$ cat src/rtl/uart_proto_pkg.sv
// Shared protocol constants for the UART frame decoder: opcodes, sync
// patterns, status bit layout and the fragment assembler state type.
package uart_proto_pkg;

  localparam int OPC_SYNC = 0;

  localparam int SYNC_W = 5;
  localparam logic [SYNC_W-1:0] SYNC_SHOOTER_START = 5'b11001;
  localparam logic [SYNC_W-1:0] SYNC_KEEPER_START  = 5'b01001;
  localparam logic [SYNC_W-1:0] SYNC_IDLE          = 5'b00001;

  localparam int STATUS_SCORE_LSB = 0;
  localparam int STATUS_SCORE_W   = 3;
  localparam int STATUS_SHOT_BIT  = 3;

  typedef enum logic {
    ASM_IDLE    = 1'b0,
    ASM_COLLECT = 1'b1
  } asm_state_e;

  // The status opcode is always the top code of the opcode space.
  function automatic int opc_status(input int opcode_w);
    return (1 << opcode_w) - 1;
  endfunction

endpackage

$ cat src/rtl/uart_field_assembler.sv
// Reassembles one multi-fragment field. Parts must arrive in order
// 0..PARTS-1; the visible field only changes on the final part.
//
//   state       | meaning
//   ------------+-------------------------------------------------
//   ASM_IDLE    | no partial held, only part 0 is acceptable
//   ASM_COLLECT | partial held, waiting for part exp_q
module uart_field_assembler
  import uart_proto_pkg::*;
#(
  parameter int PW    = 5,
  parameter int PARTS = 2,
  localparam int IDX_W   = (PARTS > 1) ? $clog2(PARTS) : 1,
  localparam int FIELD_W = PW * PARTS
) (
  input  logic               clk,
  input  logic               rst,
  input  logic               clr,
  input  logic               frag_valid,
  input  logic [IDX_W-1:0]   part_idx,
  input  logic [PW-1:0]      part_data,
  output logic [FIELD_W-1:0] data,
  output logic               upd,
  output logic               err
);

  localparam logic [IDX_W-1:0] LAST_IDX = IDX_W'(PARTS - 1);

  asm_state_e         state_q, state_d;
  logic [IDX_W-1:0]   exp_q, exp_d;
  logic [FIELD_W-1:0] shadow_q, shadow_d;
  logic [FIELD_W-1:0] data_q, data_d;
  logic               upd_q, upd_d;
  logic               err_q, err_d;
  logic [FIELD_W-1:0] merged;

  // Shadow with the incoming part dropped into its slot.
  always_comb begin
    merged = shadow_q;
    for (int i = 0; i < PARTS; i++) begin
      if (part_idx == IDX_W'(i)) merged[i*PW +: PW] = part_data;
    end
  end

  // Next-state: part 0 always (re)starts, the expected part advances,
  // anything else drops the partial and flags an error.
  always_comb begin
    state_d  = state_q;
    exp_d    = exp_q;
    shadow_d = shadow_q;
    data_d   = data_q;
    upd_d    = 1'b0;
    err_d    = 1'b0;
    if (clr) begin
      state_d = ASM_IDLE;
      exp_d   = '0;
    end else if (frag_valid) begin
      if (part_idx == '0 || (state_q == ASM_COLLECT && part_idx == exp_q)) begin
        shadow_d = merged;
        if (part_idx == LAST_IDX) begin
          data_d  = merged;
          upd_d   = 1'b1;
          state_d = ASM_IDLE;
          exp_d   = '0;
        end else begin
          state_d = ASM_COLLECT;
          exp_d   = part_idx + 1'b1;
        end
      end else begin
        err_d   = 1'b1;
        state_d = ASM_IDLE;
        exp_d   = '0;
      end
    end
  end

  // State and output registers.
  always_ff @(posedge clk) begin
    if (rst) begin
      state_q  <= ASM_IDLE;
      exp_q    <= '0;
      shadow_q <= '0;
      data_q   <= '0;
      upd_q    <= 1'b0;
      err_q    <= 1'b0;
    end else begin
      state_q  <= state_d;
      exp_q    <= exp_d;
      shadow_q <= shadow_d;
      data_q   <= data_d;
      upd_q    <= upd_d;
      err_q    <= err_d;
    end
  end

  assign data = data_q;
  assign upd  = upd_q;
  assign err  = err_q;

endmodule

$ cat src/rtl/uart_frame_decoder.sv
// Decodes strobed UART bytes into link status, game status and N_FIELDS
// reassembled position fields, with a watchdog on sync bytes.
module uart_frame_decoder
  import uart_proto_pkg::*;
#(
  parameter int DATA_W         = 8,
  parameter int OPCODE_W       = 3,
  parameter int N_FIELDS       = 3,
  parameter int PARTS          = 2,
  parameter int TIMEOUT_CYCLES = 2_000_000,
  localparam int PW      = DATA_W - OPCODE_W,
  localparam int FIELD_W = PARTS * PW
) (
  input  logic                          clk,
  input  logic                          rst,
  input  logic                          rx_valid,
  input  logic [DATA_W-1:0]             rx_data,
  output logic                          connected,
  output logic                          enemy_shooter,
  output logic                          game_starts,
  output logic [N_FIELDS*FIELD_W-1:0]   field_data,
  output logic [N_FIELDS-1:0]           field_upd,
  output logic [2:0]                    opponent_score,
  output logic                          is_shooted,
  output logic                          frag_err,
  output logic                          link_lost
);

  localparam int OPC_STATUS = opc_status(OPCODE_W);
  localparam int N_FRAGS    = N_FIELDS * PARTS;
  localparam int IDX_W      = (PARTS > 1) ? $clog2(PARTS) : 1;
  localparam int CNT_W      = (TIMEOUT_CYCLES > 1) ? $clog2(TIMEOUT_CYCLES) : 1;

  localparam logic [OPCODE_W-1:0] OP_SYNC      = OPCODE_W'(OPC_SYNC);
  localparam logic [OPCODE_W-1:0] OP_STATUS    = OPCODE_W'(OPC_STATUS);
  localparam logic [OPCODE_W-1:0] OP_FRAG_LAST = OPCODE_W'(N_FRAGS);
  localparam logic [CNT_W-1:0]    CNT_LAST     = CNT_W'(TIMEOUT_CYCLES - 1);

  if (N_FRAGS + 2 > 2**OPCODE_W) begin : g_bad_opcode_space
    $error("uart_frame_decoder: N_FIELDS*PARTS+2 exceeds opcode space");
  end
  if (PW < 5) begin : g_bad_payload
    $error("uart_frame_decoder: payload narrower than sync pattern");
  end

  logic [OPCODE_W-1:0] op;
  logic [PW-1:0]       pl;
  logic [OPCODE_W-1:0] frag_num;
  logic [IDX_W-1:0]    frag_idx;
  int                  frag_f;
  int                  frag_k;
  logic                is_sync, is_frag, is_unused, is_status, sync_ok;
  logic                wd_expire, lost_now;

  logic                connected_q, connected_d;
  logic                enemy_q, enemy_d;
  logic                game_q, game_d;
  logic [2:0]          score_q, score_d;
  logic                shot_q, shot_d;
  logic                unused_err_q, unused_err_d;
  logic                link_lost_q, link_lost_d;
  logic [CNT_W-1:0]    wd_cnt_q, wd_cnt_d;
  logic [N_FIELDS-1:0] asm_err;

  assign op = rx_data[OPCODE_W-1:0];
  assign pl = rx_data[DATA_W-1:OPCODE_W];

  // Opcode classification and fragment routing (field index, part index).
  always_comb begin
    is_sync   = rx_valid && (op == OP_SYNC);
    is_status = rx_valid && (op == OP_STATUS);
    is_frag   = rx_valid && (op != OP_SYNC) && (op <= OP_FRAG_LAST);
    is_unused = rx_valid && (op > OP_FRAG_LAST) && (op != OP_STATUS);
    sync_ok   = is_sync && (pl[SYNC_W-1:0] == SYNC_SHOOTER_START ||
                            pl[SYNC_W-1:0] == SYNC_KEEPER_START  ||
                            pl[SYNC_W-1:0] == SYNC_IDLE);
    frag_num  = op - OPCODE_W'(1);
    frag_f    = int'(frag_num) / PARTS;
    frag_k    = int'(frag_num) % PARTS;
    frag_idx  = IDX_W'(frag_k);
    wd_expire = connected_q && (wd_cnt_q == CNT_LAST);
    // A valid sync on the expiry cycle keeps the link alive.
    lost_now  = wd_expire && !sync_ok;
  end

  for (genvar gf = 0; gf < N_FIELDS; gf++) begin : g_field
    logic frag_hit;
    assign frag_hit = is_frag && (frag_f == gf);

    uart_field_assembler #(
      .PW    (PW),
      .PARTS (PARTS)
    ) u_asm (
      .clk        (clk),
      .rst        (rst),
      .clr        (lost_now),
      .frag_valid (frag_hit),
      .part_idx   (frag_idx),
      .part_data  (pl),
      .data       (field_data[gf*FIELD_W +: FIELD_W]),
      .upd        (field_upd[gf]),
      .err        (asm_err[gf])
    );
  end

  // Next-state for link flags, status, unused-opcode error and watchdog.
  always_comb begin
    connected_d  = connected_q;
    enemy_d      = enemy_q;
    game_d       = game_q;
    score_d      = score_q;
    shot_d       = shot_q;
    unused_err_d = is_unused;
    link_lost_d  = lost_now;
    wd_cnt_d     = connected_q ? wd_cnt_q + 1'b1 : '0;

    if (sync_ok) begin
      connected_d = 1'b1;
      enemy_d     = (pl[SYNC_W-1:0] == SYNC_SHOOTER_START);
      game_d      = (pl[SYNC_W-1:0] != SYNC_IDLE);
      wd_cnt_d    = '0;
    end else if (lost_now || is_sync) begin
      connected_d = 1'b0;
      enemy_d     = 1'b0;
      game_d      = 1'b0;
      if (lost_now) wd_cnt_d = '0;
    end

    if (is_status) begin
      score_d = pl[STATUS_SCORE_LSB +: STATUS_SCORE_W];
      shot_d  = pl[STATUS_SHOT_BIT];
    end
  end

  // Registers for everything the top level owns.
  always_ff @(posedge clk) begin
    if (rst) begin
      connected_q  <= 1'b0;
      enemy_q      <= 1'b0;
      game_q       <= 1'b0;
      score_q      <= '0;
      shot_q       <= 1'b0;
      unused_err_q <= 1'b0;
      link_lost_q  <= 1'b0;
      wd_cnt_q     <= '0;
    end else begin
      connected_q  <= connected_d;
      enemy_q      <= enemy_d;
      game_q       <= game_d;
      score_q      <= score_d;
      shot_q       <= shot_d;
      unused_err_q <= unused_err_d;
      link_lost_q  <= link_lost_d;
      wd_cnt_q     <= wd_cnt_d;
    end
  end

  assign connected      = connected_q;
  assign enemy_shooter  = enemy_q;
  assign game_starts    = game_q;
  assign opponent_score = score_q;
  assign is_shooted     = shot_q;
  assign link_lost      = link_lost_q;
  assign frag_err       = unused_err_q | (|asm_err);

endmodule
$ cat config.mk
export PLATFORM = sky130hd
export DESIGN_NAME = uart_frame_decoder
export DESIGN_NICKNAME = d
export VERILOG_FILES = /design/src/rtl/uart_proto_pkg.sv /design/src/rtl/uart_field_assembler.sv /design/src/rtl/uart_frame_decoder.sv
export SDC_FILE = /design/constraint.sdc
export NUM_CORES = 1
export LEC_CHECK = 0
export BUFFER_PORTS_ARGS = -buffer_cell sky130_fd_sc_hd__buf_2
export CAP_MARGIN = 20
export CELL_PAD_IN_SITES_DETAIL_PLACEMENT = 0
export CELL_PAD_IN_SITES_GLOBAL_PLACEMENT = 1
export CORE_UTILIZATION = 45
export CTS_CLUSTER_DIAMETER = 40
export DETAILED_ROUTE_END_ITERATION = 6
export HOLD_SLACK_MARGIN = 0.1
export PLACE_DENSITY_LB_ADDON = 0.1
export SLEW_MARGIN = 25
export SYNTH_ARGS = -nofsm -noshare
export SYNTH_HDL_FRONTEND = slang
export SYNTH_SLANG_ARGS = --single-unit
$ cat constraint.sdc
create_clock -name clk -period 5.8 [get_ports clk]
set_clock_uncertainty 0.15 [all_clocks]
set_input_delay 0.58 -clock clk [delete_from_list [all_inputs] [get_ports clk]]
set_output_delay 0.58 -clock clk [all_outputs]
set_load 0.02 [all_outputs]
* After elaboration in Yosys (flattened, before gate mapping)
Index checks and enable logic that the tools add are counted.
** Operators by class
- $add $sub $neg :: 3
- $mul :: 0
- Divide/modulo/power cells :: 0
- Magnitude comparators :: 2
- Eq/ne operators :: 12
- Shift-type cells :: 0
- Muxes and demuxes :: 25
- Bitwise operators :: 9
- Reduce and logical (&&, ||, !) cells :: 41
** Operators by type and width (number)
- 21-bit 2-to-1 mux :: 3
- 32-bit zero test :: 1
- 5-bit 2-to-1 mux :: 6
- 21-bit by 1-bit adder with 21-bit output, second input constant :: 1
- 21-bit equality test, second input constant :: 1
- 1-bit 2-to-1 mux :: 16
- 1-bit logical AND :: 15
- 4-bit AND reduction :: 3
- 3-bit OR reduction :: 4
- 4-bit OR reduction :: 3
- 3-bit AND reduction :: 3
- 1-bit inverter :: 8
- 1-bit logical OR :: 6
- 5-bit by 1-bit equality test with 1-bit output, second input constant :: 1
- 5-bit by 4-bit equality test with 1-bit output, second input constant :: 1
- 5-bit equality test, second input constant :: 1
- 5-bit by 1-bit != test with 1-bit output, second input constant :: 1
- 2-bit equality test, second input constant :: 2
- 2-bit OR reduction :: 2
- 1-bit equality test :: 3
- 3-bit equality test, second input constant :: 1
- 3-bit greater-than comparator, second input constant :: 1
- 3-bit less-or-equal comparator, second input constant :: 1
- 3-bit zero test :: 1
- 7 further kinds :: 7
** Word-level totals
- Flip-flop bits (word level) :: 102
- Latch bits :: 0
- Bits in writable memories :: 0
- Memory bits (read-only) :: 0
- Bits of input ports :: 11
- Output and inout bits :: 42
- Logic and storage cells :: 118
- Memories kept :: 0

* Depth between registers and ports, before layout
Gate-level depths: netlist of the first run.
- Word-level depth :: 9
- Mapped depth :: 9
- Mapped depth without buffers :: 7

* Modules after synthesis
A second synthesis of the first run with hierarchy kept.
** Second synthesis, totals
- Cells, all modules :: 375
- Area total of the unflattened synthesis :: 3719.8 µm²
** By module, submodules not included
- uart_field_assembler :: instances 3, cells each 70, area each 754.5 µm², seq. area each 360.3 µm²
- uart_frame_decoder :: instances 1, cells each 165, area each 1456.4 µm², seq. area each 600.6 µm²

* Worst setup path after synthesis of the first run
OpenSTA, ideal clock, no wires.
- Path kind :: input -> register
- From :: in rx_data[0]
- To :: reg g_field[1].u_asm.shadow_q[0]
- Library setup time :: 0.119 ns
- Arrival time :: 2.369 ns
- Data required time :: 5.531 ns
- Path slack :: 3.162 ns
- Stages :: 9
- Path buffers :: 2
- Cell sequence :: inv_1 -> ha_1 -> nand2b_1 -> a31oi_1 -> or4b_1 -> buf_2 -> or3_1 -> buf_6 -> mux2i_1
** Between the ends
- Cells in the longest elaborated chain, start to end :: 7
- Elaborated cells on any way between the ends :: 19
- Those cells by class :: add/sub: 1; order compare: 1; eq/ne: 2; mux: 1; bitwise: 2; reduce/logical: 12
** RTL lines
- from (decl) :: line uart_frame_decoder.sv:17 : input logic [DATA_W-1:0] rx_data,
- parallel branches: the longest is 7 deep, another holds 3-bit by 1-bit subtractor with 3-bit output
- to (signal assigned) :: line uart_field_assembler.sv:89 : shadow_q <= shadow_d;
- to (decl) :: line uart_field_assembler.sv:31 : logic [FIELD_W-1:0] shadow_q, shadow_d;
Parallel ways; which one is timed is not known.
A chain may end at the register's enable or synchronous reset.

* Worst setup path in the final report of the first run
- From :: in rx_data[0]
- To :: reg g_field[1].u_asm.shadow_q[4]
** Between the ends
- Elaborated cells on any way between the ends :: 19
- Those cells by class :: add/sub: 1; order compare: 1; eq/ne: 2; mux: 1; bitwise: 2; reduce/logical: 12
** RTL lines
- 3-bit by 1-bit subtractor with 3-bit output * :: line uart_frame_decoder.sv:77 : frag_num = op - OPCODE_W'(1);
- net g_field[0].u_asm.part_idx :: line uart_field_assembler.sv:20 : input logic [IDX_W-1:0] part_idx,
- 1-bit equality test :: line uart_field_assembler.sv:58 : if (part_idx == '0 || (state_q == ASM_COLLECT && part_idx == exp_q)) begin
- 1-bit logical AND :: line uart_field_assembler.sv:58
- 1-bit logical OR :: line uart_field_assembler.sv:58
- 3-bit AND reduction (no line)
The timed path passes the listed nets; every way through them passes the cells marked *.

==> results of run 1 <==
[kinds of logic (layout without fill, tap and decap cells)]
logic type | after synthesis | in the layout | share of synthesized area, %
adders and majority gates | 8 | 8 | 2.76
AOI/OAI and AO/OA | 57 | 57 | 8.36
muxes | 19 | 19 | 5.25
DFF | 84 | 84 | 46.4
buffers and inverters | 38 | 82 | 4.70
and+or+nand+nor | 184 | 184 | 27.9
xor gates and xnor gates | 19 | 19 | 4.59
[worst max path at each step]
stage / to / slack, ns / depth (start not counted)
4_1_cts: g_field[1].u_asm.shadow_q[4] / 3.02 / 8
6_report: g_field[1].u_asm.shadow_q[4] / 3.00 / 8
2_1_floorplan: g_field[1].u_asm.shadow_q[0] / 3.16 / 9
5_1_grt: g_field[2].u_asm.shadow_q[4] / 2.74 / 8
3_5_place_dp: g_field[1].u_asm.shadow_q[4] / 2.66 / 8
3_3_place_gp: g_field[1].u_asm.shadow_q[4] / 2.71 / 8
[registers in the layout, indices dropped and copies added, names as in the netlist, 3 cells and up]
signal and flops:
g_field.u_asm.shadow_q 15, g_field.u_asm.data 30, g_field.u_asm.upd 3, g_field.u_asm.err 3, g_field.u_asm.exp_q 3, opponent_score 3
wd_cnt_q 21
[cell type report]
type,instances,area (sq um),area share [%]
Sequential cell,84,1680,40.7
Inverter,9,33.8,0.817
Clock inverter,6,72.6,1.75
Tap cell,102,128,3.09
Multi-Input combinational cell,287,1780,43.1
Clock buffer,10,138,3.33
Timing Repair Buffer,57,298,7.20
[power breakdown]
group,internal [mW],leakage (nW),switching (mW)
combinational,0.0209,0.861,0.0412
sequential,0.580,0.677,0.00185
clock,0.214,0.103,0.220
[worst min-delay path: cells and delay by family, from the launching register on]
family	cells	cell delay, ns
DFF	1	0.32
and+or+nand+nor	1	0.06
AOI/OAI and AO/OA	1	0.05
[layer usage]
metal / GRT usage, % / wire length, um / vias to the layer above
met2: 33.5 / 3880 / 47
li1: - / - / 1483
met1: 27.6 / 3820 / 1371
met4: 7.42 / 126 / 0
met3: 3.98 / 301 / 11
met5: 0 / 0 / -
[Yosys cell counts, types with 3 or more instances]
library cell  count  area [sq um]
ha_1              8           100
xnor2_1          11          96.3
nand3_1          41           205
xor2_1            8          70.1
buf_4             3          22.5
or3_1             5          31.3
buf_2             7          35.0
a31oi_1           5          31.3
and3_1            4          25.0
dfxtp_1          84          1680
inv_1             9          33.8
mux2i_1          19           190
nand2b_1         37           231
clkbuf_1         18          67.6
nor2_1           43           161
nand4_1           6          37.5
o21ai_0          29           145
nor3_1            8          40.0
nor2b_1           5          31.3
nand2_1          10          37.5
a21oi_1          17          85.1
o21ai_1           3          15.0
nor4_1            5          31.3
==> results.sh, run 1 <==
export IMPL_status="completed"
export IMPL_drt_wl_total_mm=8.13
export IMPL_crit_path_max_fanout=9
export IMPL_maxCapViolCount=0
export IMPL_postCtsSetupBuffers=0
export IMPL_startpoint="rx_data[0]"
export IMPL_path_cells="buf_2 -> inv_1 -> ha_1 -> nor3_2 -> a31oi_1 -> or4b_1 -> or3_1 -> mux2i_1"
export IMPL_min_from="g_field[2].u_asm.data[7]"
export IMPL_antenna_left=0
export IMPL_finalSetupTns_ns=0
export IMPL_cts_tree="done"
export IMPL_dp_cells=539
export IMPL_io_buffers=52
export IMPL_synth_enable_flop_cells=0
export IMPL_hpwl_mm=5.69
export IMPL_grt_max_degree=71
export IMPL_p_per_area_nw_per_um2=261
export IMPL_crit_path_start_kind="primary input"
export IMPL_synthFlopType="dfxtp_1"
export IMPL_die_w_um=91.7
export IMPL_synth_area_sq_um=3620
export IMPL_cts_sinks=84
export IMPL_grt_pass1_wl_mm=13.8
export IMPL_start_util_pct=46.6
export IMPL_dp_slack_ns=2.66
export IMPL_hold_class="flip-flop to flip-flop"
export IMPL_ys_warn_count=0
export IMPL_core_area_sq_um=7770
export IMPL_hold_slack_ns=0.319
export IMPL_cts_root_buf="clkbuf_8"
export IMPL_finish_utilization_pct=53.2
export IMPL_route_detailed_drc=0
export IMPL_fp_dieH_um=91.7
export IMPL_viasPerCell=5.25
export IMPL_ios=53
export IMPL_power_leakage_nw=1.64
export IMPL_synth_cell_types=40
export IMPL_cts_resized=0
export IMPL_cp_end_kind="flip-flop"
export IMPL_fin_ws_ns=3.00
export IMPL_reg2reg_from="wd_cnt_q[13]"
export IMPL_htree_num_levels=3
export IMPL_antenna_found_initial=0
export IMPL_peakVddDrop_v=0.000126
export IMPL_cpLargestDelayFamily="simple AND/OR/NAND/NOR gates"
export IMPL_syn_area_per_cell_sq_um=8.86
export IMPL_final_cell_mix="dfxtp_1, buf_2, nor2_1, nand3_1, nand2b_1"
export IMPL_reg2reg_depth=5
export IMPL_grt_pass1_vias=2763
export IMPL_fin_area_sq_um=4140
export IMPL_firstDrtPassIters=4
export IMPL_async_flop_share_pct=0
export IMPL_syn_nets=428
export IMPL_place_congestion=0.835
export IMPL_crit_type="primary input to flip-flop"
export IMPL_cts_path_max_buffers=2
export IMPL_ctsHoldBuffers=0
export IMPL_crit_path_top_delay_cell="or4b_1"
export IMPL_finalSetupViolCount=0
export IMPL_die_area_sq_um=8420
export IMPL_rows=32
export IMPL_diodes=0
export IMPL_crit_buf_inv=2
export IMPL_drt_iter0_markers=125
export IMPL_wl_per_cell_um=14.6
export IMPL_dpl_cell_area_sq_um=3930
export IMPL_slowest_delay_ns=0.68
export IMPL_synth_cells=409
export IMPL_min_path_cells=2
export IMPL_area_growth_synth_to_final_pct=14.1
export IMPL_fin_cells=555
export IMPL_grt_setup_unrepaired="no"
export IMPL_cp_required_ns=5.89
export IMPL_worstSkewPairLatency_ns=0.35
export IMPL_cts_made_buffers=9
export IMPL_fmax_ghz=0.357
export IMPL_period_share_pct=48.3
export IMPL_fin_crit_ns=2.80
export IMPL_min_to="g_field[2].u_asm.data[7]"
export IMPL_via_count=2912
export IMPL_slew_viol_final=0
export IMPL_power_mw=1.08
export IMPL_layout_commonest_cell="dfxtp_1"
export IMPL_nets=467
export IMPL_worstPathArrival_ns=2.89
export IMPL_drive_gt1_share_pct=17.4
export IMPL_path_clk_slew_ns=0.09
export IMPL_ys_seq_area_share_pct=46.4
export IMPL_hold_viol_final=0
export IMPL_reg2reg_slack_ns=3.25
export IMPL_synth_seq_cells=84
export IMPL_maxSlewHeadroom_pct=45.6
export IMPL_fillers=746
export IMPL_tightestPinTransition_ns=0.808
export IMPL_r2r_end="wd_cnt_q[9]"
export IMPL_grt_ovfl_total=0
export IMPL_track_usage_pct=20.7
No activity file was read; power rests on OpenSTA's default activity.
==> inputs of run 2 (changes only) <==
- CORE_UTILIZATION: 45 -> 38
- clock period: 5.8 -> 2.5 ns (I/O delays scaled with it)
==> run 2 against run 1 <==
Against the previous run:
- sequential cell count did not move
- utilization fell by 5.6 points
- clock-buffer cell count unchanged
- register-to-register slack worse by 3.0 ns
- via count rose by 1.9%
==> results.sh, run 2 (synthesis results as in run 1) <==
export IMPL_worstPathArrival_ns=2.40
export IMPL_cp_required_ns=2.63
export IMPL_die_area_sq_um=9930
export IMPL_start_util_pct=39.2
export IMPL_place_congestion=0.774
export IMPL_grt_setup_unrepaired="no"
export IMPL_cp_end_kind="flip-flop"
export IMPL_final_cell_mix="dfxtp_1, buf_2, nor2_1, nand3_1, nand2b_1"
export IMPL_drt_iter0_markers=61
export IMPL_power_mw=2.67
export IMPL_p_clk_share_pct=43.1
export IMPL_fmax_ghz=0.440
export IMPL_switchingPower_mw=0.592
export IMPL_crit_path_start_kind="primary input"
export IMPL_cts_path_max_buffers=2
export IMPL_switching_share_pct=22.2
export IMPL_reg2reg_from="wd_cnt_q[14]"
export IMPL_route_detailed_drc=0
export IMPL_fp_dieH_um=99.7
export IMPL_grt_ovfl_total=0
export IMPL_grt_pass1_wl_mm=14.3
export IMPL_cts_sinks=84
export IMPL_tightestPinTransition_ns=0.819
export IMPL_crit_path_top_delay_cell="dlygate4sd3_1"
export IMPL_viasPerCell=4.91
export IMPL_hold_viol_final=0
export IMPL_grt_pass1_vias=2892
export IMPL_area_growth_synth_to_final_pct=21.6
export IMPL_crit_type="primary input to flip-flop"
export IMPL_crit_buf_inv=3
export IMPL_reg2reg_depth=7
export IMPL_drive_gt1_share_pct=19.6
export IMPL_reg2reg_slack_ns=0.23
export IMPL_core_area_sq_um=9240
export IMPL_finalSetupViolCount=0
export IMPL_fin_ws_ns=0.225
export IMPL_fin_crit_ns=2.27
export IMPL_slew_viol_final=0
export IMPL_peakVddDrop_v=0.000268
export IMPL_cts_resized=0
export IMPL_via_count=2968
export IMPL_period_share_pct=91.0
export IMPL_maxCapViolCount=0
export IMPL_cpLargestDelayFamily="simple AND/OR/NAND/NOR gates"
export IMPL_ios=53
export IMPL_min_to="opponent_score[0]"
export IMPL_drt_wl_total_mm=8.44
export IMPL_hold_slack_ns=0.114
export IMPL_dp_slack_ns=0.120
export IMPL_min_path_cells=3
export IMPL_slowest_delay_ns=0.54
export IMPL_p_int_mw=2.08
export IMPL_wl_per_cell_um=14.0
export IMPL_die_w_um=99.7
export IMPL_cts_tree="done"
export IMPL_finalSetupTns_ns=0
export IMPL_diodes=0
export IMPL_min_from="rx_data[3]"
export IMPL_layout_commonest_cell="dfxtp_1"
export IMPL_firstDrtPassIters=4
export IMPL_antenna_left=0
export IMPL_cts_root_buf="clkbuf_8"
export IMPL_nets=489
export IMPL_largest_reg_flops=30
export IMPL_r2r_end="g_field[2].u_asm.data[0]"
export IMPL_crit_path_max_fanout=8
export IMPL_io_buffers=52
export IMPL_p_per_area_nw_per_um2=606
export IMPL_rows=35
export IMPL_path_cells="dlygate4sd3_1 -> buf_2 -> and3b_1 -> and4_1 -> nor4_1 -> buf_4 -> or3_1 -> mux2i_1"
export IMPL_hold_class="primary input to flip-flop"
export IMPL_hpwl_mm=6.06
export IMPL_p_seq_share_pct=50.6
export IMPL_power_leakage_nw=1.77
export IMPL_worstSkewPairLatency_ns=0.35
export IMPL_comb_power_share_pct=6.3
export IMPL_grt_max_degree=55
export IMPL_status="completed"
export IMPL_htree_num_levels=3
export IMPL_cts_made_buffers=9
export IMPL_track_usage_pct=18.5
export IMPL_antenna_found_initial=0
export IMPL_path_clk_slew_ns=0.08
export IMPL_maxSlewHeadroom_pct=45.4
run 2: cell types whose count changed in the layout (fill, tap and decap cells not counted), sizes merged:
cell,before,now
dlygate4sd3,0,7
buf,57,72
bufinv,1,3
clkinv,3,1
run 2: repair_timing:
item                      in CTS  in global routing
hold endpoints to repair       5                  0
hold buffers                   7                  0
setup buffers                  0                  0
run 2: power groups by stage:
| stage | clock (mW) | sequential, mW | combinational, mW |
|---|---|---|---|
| after floorplan | 0 | 1.39 | 0.0915 |
| after global placement | 0 | 1.38 | 0.161 |
| after detailed placement | 0 | 1.38 | 0.161 |
| after CTS | 1.18 | 1.35 | 0.169 |
| after global routing | 1.24 | 1.35 | 0.185 |
| final | 1.15 | 1.35 | 0.167 |
run 2: area by class of cell:
type,instances,area [sq um]
fill,933,4830
multi-input combinational,287,1780
timing repair buffer,79,505
sequential,84,1680
clock inverter,6,111
clock buffer,10,128
tap,129,161
inverter,9,33.8
run 2: worst max-delay path by stage:
stage                                    to  slack (ns)    startpoint  cells after the start
6_report       g_field[0].u_asm.shadow_q[4]        0.23      rx_valid                      8
5_1_grt            g_field[0].u_asm.data[4]        0.06  wd_cnt_q[14]                      6
4_1_cts            g_field[2].u_asm.data[0]        0.20  wd_cnt_q[14]                      7
3_5_place_dp       g_field[1].u_asm.data[5]        0.12    rx_data[0]                      9
3_3_place_gp       g_field[2].u_asm.data[8]        0.16    rx_data[0]                      8
2_1_floorplan  g_field[1].u_asm.shadow_q[0]        0.19    rx_data[0]                      9
run 2: per-stage QoR:
stage,instance area [sq um],instances,util [%]
after floorplan,3620,409,-
after CTS,4410,604,47.7
after detailed placement,4100,581,44.3
final,4410,604,47.7
after global routing,4410,604,47.7
after global placement,4100,581,44.3
run 2: metal layers:
metal / part of all wire (%) / track usage, %
met3: 3.0 / 2.88
met5: 0 / 0
met1: 47 / 23.8
met2: 49 / 31.3
met4: 1.5 / 6.79
run 2: worst min-delay path, stage by stage:
cell and delay [ns]:
buf_2 0.16, mux2i_1 0.09, nor2_1 0.07
